`config.mk`:
```
export PLATFORM = sky130hd
export DESIGN_NAME = fwd_ctrl
export DESIGN_NICKNAME = d
export VERILOG_FILES = /design/src/rtl/fwd_pkg.sv /design/src/rtl/fwd_match.sv /design/src/rtl/fwd_ctrl.sv
export SDC_FILE = /design/constraint.sdc
export NUM_CORES = 1
export LEC_CHECK = 0
export ABC_CLOCK_PERIOD_IN_PS = 2130
export BUFFER_PORTS_ARGS = -buffer_cell sky130_fd_sc_hd__buf_2
export CAP_MARGIN = 20
export CORE_MARGIN = 2
export CORE_UTILIZATION = 51
export CTS_BUF_LIST = sky130_fd_sc_hd__clkbuf_8 sky130_fd_sc_hd__clkbuf_16
export DETAILED_ROUTE_END_ITERATION = 10
export PLACE_DENSITY = 0.82
export SLEW_MARGIN = 30
export SYNTH_ARGS = -nofsm -noshare
export SYNTH_HDL_FRONTEND = slang
export SYNTH_SLANG_ARGS = --single-unit
```
`constraint.sdc`:
```
create_clock -name clk -period 2.13 [get_ports clk]
set_input_delay 0.213 -clock clk [delete_from_list [all_inputs] [get_ports clk]]
set_output_delay 0.213 -clock clk [all_outputs]
set_load 0.02 [all_outputs]
```
`src/rtl/fwd_pkg.sv`:
```
// fwd_pkg: select encodings, tracking-slot layout and slot match helper for the forwarding controller
package fwd_pkg;
  localparam logic [1:0] SEL_RF  = 2'b00;
  localparam logic [1:0] SEL_EXM = 2'b01;
  localparam logic [1:0] SEL_MWB = 2'b10;
  localparam logic [1:0] SEL_WB  = 2'b11;
  typedef struct packed {
    logic       v;
    logic       wr;
    logic [1:0] rd;
    logic       ld;
  } slot_t;
  function automatic logic writes(input slot_t s, input logic [1:0] r);
    return s.v & s.wr & (s.rd == r);
  endfunction
endpackage

```
`src/rtl/fwd_match.sv`:
```
// fwd_match: priority operand select for one source register, youngest producer first
module fwd_match
  import fwd_pkg::*;
(
  input  logic [1:0] rs,
  input  logic       use_r,
  input  slot_t      ex,
  input  slot_t      mem,
  input  slot_t      wb,
  output logic [1:0] sel
);
  always_comb
    sel = !use_r          ? SEL_RF  :
          writes(ex, rs)  ? SEL_EXM :
          writes(mem, rs) ? SEL_MWB :
          writes(wb, rs)  ? SEL_WB  : SEL_RF;
endmodule

```
`src/rtl/fwd_ctrl.sv`:
```
// fwd_ctrl: EX/MEM/WB destination tracking, registered forwarding selects and load-use stall
module fwd_ctrl
  import fwd_pkg::*;
#(
  parameter int CNT_W = 8
) (
  input  logic             clk,
  input  logic             rst_n,
  input  logic             id_valid,
  input  logic [1:0]       id_rs_a,
  input  logic [1:0]       id_rs_b,
  input  logic             id_use_a,
  input  logic             id_use_b,
  input  logic             id_wr_en,
  input  logic [1:0]       id_rd,
  input  logic             id_is_load,
  input  logic             flush,
  output logic             stall,
  output logic             sel_a_s0,
  output logic             sel_a_s1,
  output logic             sel_b_s0,
  output logic             sel_b_s1,
  output logic [CNT_W-1:0] stall_cnt
);
  slot_t ex_q, mem_q, wb_q, ex_d;
  logic [1:0] sel_a_q, sel_b_q, sel_a_d, sel_b_d, sel_a_m, sel_b_m;
  logic [CNT_W-1:0] stall_cnt_q, stall_cnt_d;
  logic kill;
  fwd_match u_match_a (.rs(id_rs_a), .use_r(id_use_a), .ex(ex_q), .mem(mem_q), .wb(wb_q), .sel(sel_a_m));
  fwd_match u_match_b (.rs(id_rs_b), .use_r(id_use_b), .ex(ex_q), .mem(mem_q), .wb(wb_q), .sel(sel_b_m));
  always_comb begin
    stall = id_valid & ~flush & ex_q.v & ex_q.wr & ex_q.ld &
            ((id_use_a & (ex_q.rd == id_rs_a)) | (id_use_b & (ex_q.rd == id_rs_b)));
    kill = flush | stall | ~id_valid;
    ex_d = (flush | stall) ? '0 : '{v: id_valid, wr: id_wr_en, rd: id_rd, ld: id_is_load};
    sel_a_d = kill ? SEL_RF : sel_a_m;
    sel_b_d = kill ? SEL_RF : sel_b_m;
    stall_cnt_d = (stall & ~&stall_cnt_q) ? stall_cnt_q + CNT_W'(1) : stall_cnt_q;
  end
  always_ff @(posedge clk or negedge rst_n)
    if (!rst_n) begin
      ex_q        <= '0;
      mem_q       <= '0;
      wb_q        <= '0;
      sel_a_q     <= SEL_RF;
      sel_b_q     <= SEL_RF;
      stall_cnt_q <= '0;
    end else begin
      ex_q        <= ex_d;
      mem_q       <= ex_q;
      wb_q        <= mem_q;
      sel_a_q     <= sel_a_d;
      sel_b_q     <= sel_b_d;
      stall_cnt_q <= stall_cnt_d;
    end
  assign {sel_a_s1, sel_a_s0} = sel_a_q;
  assign {sel_b_s1, sel_b_s0} = sel_b_q;
  assign stall_cnt = stall_cnt_q;
endmodule

```
======== After elaboration in Yosys (flattened, before gate mapping) ========
Index checks and enable logic that the tools add are counted.
cells by class
  add/sub/neg operators ................... 1
  reduce and logical (&&, ||, !) cells .... 2
  bitwise gates (word level) .............. 22
  equality and inequality tests ........... 6
  muxes and demuxes ....................... 11
operators by type and width
  operator               number
  $mux W2                10
  $and A1 B1 Y1          17
  $eq A2 B2 Y1           6
  $add A8 B1 Y8 const B  1
  $reduce_and A8 Y1      1
  $mux W5                1
  $or A1 B1 Y1           3
  $not A1 Y1             2
  $logic_not A1 Y1       1
storage, ports and cells
  flip-flop bits (word level) ............. 25
  input bits .............................. 14

======== Logic depth before layout (Yosys ltp) ========
  word-level depth ........................ 9
  mapped depth ............................ 6
  mapped depth without buffers ............ 5

======== By module ========
From an unflattened synthesis, not the netlist that was laid out.
second synthesis, totals
  cell total of the unflattened synthesis .. 105
  area, all modules ....................... 1219.9 µm²
modules (own cells, without submodules)
  module     cells each  instances  sequential area each (µm²)  area each (µm²)
  fwd_ctrl   73          1          675.6                       979.7
  fwd_match  16          2          0.0                         120.1

======== Worst setup path after synthesis ========
No wires, ideal clock.
  path kind ............................... register to register
  start ................................... register ex_q[1] (netlist name)
  end ..................................... register stall_cnt_q[1] (netlist: stall_cnt[1])
  data arrival time ....................... 1.474 ns
  data required time ...................... 2.005 ns
  stages on the path, launching flop included .. 7
  path buffers ............................ 1
  library setup time ...................... 0.125 ns
  clock period less this slack ............ 1.599 ns
  path slack .............................. 0.531 ns
  cell sequence ........................... dfrtp_1 > xnor2_1 > nand4_1 > a21o_1 > buf_6 > nor2_1 > mux2_2
between the ends
  word-level cells in the longest chain between the ends .. 5
  elaborated cells between the ends (all ways) .. 7
  classes of those cells .................. eq/ne (2); bitwise (5)
ends and longest elaborated chain
  element                 line            source
  start, declared         fwd_ctrl.sv:25  slot_t ex_q, mem_q, wb_q, ex_d;
  start signal, assigned  fwd_ctrl.sv:42  ex_q <= '0;
  start signal, assigned  fwd_ctrl.sv:49  ex_q <= ex_d;
  $eq A2 B2 Y1            fwd_ctrl.sv:33  ((id_use_a & (ex_q.rd == id_rs_a)) | (id_use_b & (ex_q.rd == id_rs_b)));
  $and A1 B1 Y1           fwd_ctrl.sv:33
  $or A1 B1 Y1 (*)        fwd_ctrl.sv:33
  $and A1 B1 Y1 (*)       fwd_ctrl.sv:32  stall = id_valid & ~flush & ex_q.v & ex_q.wr & ex_q.ld &
  $and A1 B1 Y1 (*)       fwd_ctrl.sv:38  stall_cnt_d = (stall & ~&stall_cnt_q) ? stall_cnt_q + CNT_W'(1) : stall_cnt_q;
  end signal, assigned    fwd_ctrl.sv:54  stall_cnt_q <= stall_cnt_d;
  end, declared           fwd_ctrl.sv:27  logic [CNT_W-1:0] stall_cnt_q, stall_cnt_d;
Every way passes the cells marked *; elsewhere a longest branch is shown, timed or not.
A chain may end at the register's enable or synchronous reset.

======== Worst setup path in the final report ========
  start ................................... register ex_q[2] (netlist name)
  end ..................................... output stall
between the ends
  word-level cells in the longest chain between the ends .. 4
  elaborated cells between the ends (all ways) .. 6
  classes of those cells .................. eq/ne (2); bitwise (4)
ends and longest elaborated chain
  element            line            source
  $eq A2 B2 Y1       fwd_ctrl.sv:33
  $and A1 B1 Y1      fwd_ctrl.sv:33
  $or A1 B1 Y1 (*)   fwd_ctrl.sv:33
  $and A1 B1 Y1 (*)  fwd_ctrl.sv:32
  end, declared      fwd_ctrl.sv:18  output logic stall,
Marks and branches as above.

==> run summary <==
status: finished clean
hpwl dp: 1.58 mm
register area: 626 sq um
top cell type's share of synthesized area: 0.563
crit-path max cell delay: 420 ps
met3 Use GR: 0.0238
CP Buf/Inv Count: 2
worst vdd ir: 0.437 mV
# diodes: 0
PostCTS Resize Cnt: 0
max-cap violations: 0
multi-input logic area: 470 sq um
Avg Inst Size Synth: 11.9 sq um
Top Family by Delay on Critical Path: flip-flops
crit path time final: 1820 ps
Synth Instances: 93
setup violators final: 0
Num CTS Buffers: 3
critical path type: reg2out
Async S/R FF share, synth: 1.00
full die area: 2570 sq um
Max clock buf depth: 2
1st-pass router iterations: 4
Initial Util: 0.555
total number of clock tree sinks: 25
synth unique cells: 25
Die Span Y: 50.7 um
Clk Latency, worst-skew pair: 270 ps
WL/cell: 14.3 um
Residual DRC: 0
pwr dens: 645 nW/um^2
initial DRC count: 10
total routed wirelength: 2.15 mm
Synth Warn #: 0
GRT busiest layer: met2
ys flop type: dfrtp_1
drt via density: 5.45
Core ar.: 2000 sq um
final core utilization: 0.659
total congestion overflow: 0
P&R area growth vs syn: 18.8%
max-slew violations: 0
Crit path depth: 5
initial antenna violation count: 0
H-Tree Level Count: 1
# rows: 16
flop-to-flop setup slack: 360 ps
Final Net Count: 139
Worst Setup Start Kind: flop
clock root buffer master: clkbuf_8
Synth area leaders: dfrtp_1, xor2_1, xnor2_1
IO Pins: 27
Worst Path Max Fanout: 10
fillers: 164
most frequent cells in the layout: buf_2, dfrtp_1, xor2_1, xnor2_1, nand2_1
GR Util met2: 0.338
r2r endpoint: stall_cnt[1]
crit path cell chain: xnor2_1 > nand4_1 > a21o_1 > inv_1 > buf_2
Slew @ Worst Pin: 540 ps
largest net degree at the start of global routing: 26
Placement Cell Area: 1260 sq um
R2R cell count: 5
TNS Setup: 0 ps
first-pass GRT wire length: 3.76 mm
unrepaired setup endpoints after global routing: false
register bit total from synthesis: 25
PortBufs: 26
Worst setup startpoint: ex_q[2]
Setup crit end kind: output pin
layout cell share with drive strength beyond 1: 0.285
LEAKAGE: 0.000666 uW
fin area: 1320 sq um
clk slew on worst S/H paths: 90 ps
crit share post-route: 0.853
sequential fraction of the synthesis area: 0.563
antenna viol nets, final: 0
total track usage: 0.196
number of enable flip-flop cells after synthesis: 0
TritonCTS clock tree: yes
top cell type by total area after synthesis: dfrtp_1
routability congestion estimate: 0.805
slew margin rel.: 0.640
worst r2r src: ex_q[2]
Mapped Area: 1110 sq um
Worst setup endpoint: stall
vias in the first global route: 843
Max Clk Rate: 0.551 GHz
HP Class: in2reg
Final Hold Fails: 0
syn nets: 108
critical path's slowest cell: dfrtp_1
setup bufs post-CTS: 0
WP data required: 1920 ps
leading cell type in the layout, fill and taps excluded: buf_2
CP arrival: 1600 ps
DR vias: 817
skew final: 3.37 ps
met1 usage: 0.236
chip width: 50.7 um
power breakdown:
part	internal (uW)	switching, uW	total, uW
sequential	488	12.4	501
clock	131	150	280
combinational	30.4	40.3	70.7
synth_stat cells, types with 2 or more instances:
master	n
mux2_2	2
nand2_1	7
xor2_1	10
nand4_1	4
a21oi_1	2
nand2b_1	2
nor4_1	2
and2_1	5
dfrtp_1	25
nor2_1	2
o31a_1	2
nand3_1	3
and4_1	3
nor3_1	6
xnor2_1	8
worst min path at each step:
stage	from	to	slack, ps	cells after the start
6_report	id_rd[1]	ex_q[2]	150	2
5_1_grt	id_rd[0]	ex_q[1]	150	2
4_1_cts	id_rd[0]	ex_q[1]	140	2
3_5_place_dp	rst_n	wb_q[3]	230	1
3_3_place_gp	rst_n	wb_q[4]	220	1
2_1_floorplan	rst_n	ex_q[0]	-80	0
routing by layer:
metal  wire length (um)  vias to the layer above
li1                   -                      387
met2               1070                       23
met4                 51                        0
met5                  0                        -
met1                950                      401
met3                 74                        6
per-stage QoR:
stage	total power [uW]	setup WS (ps)	std cells	hold WS (ps)
2_1_floorplan	541	531	93	-82.6
3_3_place_gp	574	470	145	219
3_5_place_dp	578	376	145	226
4_1_cts	852	312	150	145
5_1_grt	889	180	150	149
6_report	852	314	150	147
registers in the layout, indices dropped and copies added (netlist names):
register   count
mem_q          4
sel_a_q        2
stall_cnt      8
ex_q           5
wb_q           4
sel_b_q        2
cell families (layout without fill, tap and decap cells):
group / Yosys count / count (layout) / synth area share
AO/OA/AOI/OAI: 5 / 5 / 0.0315
XOR/XNOR: 18 / 18 / 0.142
adder cells (fa/ha/maj): 1 / 1 / 0.0113
buffers and inverters: 2 / 32 / 0.0135
flip-flops: 25 / 25 / 0.563
multiplexers: 2 / 2 / 0.0203
AND/OR/NAND/NOR: 40 / 40 / 0.218
final cells by class:
| class | instances | share of cell area |
|---|---|---|
| Sequential cell | 25 | 0.474 |
| Clock inverter | 1 | 0.00379 |
| Multi-Input combinational cell | 66 | 0.356 |
| Tap cell | 27 | 0.0256 |
| Clock buffer | 3 | 0.0313 |
| Timing Repair Buffer | 27 | 0.106 |
| Inverter | 1 | 0.00284 |
timing repair:
item | CTS | global route
endpoints found under the hold margin | 25 | 0
setup endpoints to repair | 0 | 0
hold buffers | 1 | 0
Power figures use the tool's default switching activity.
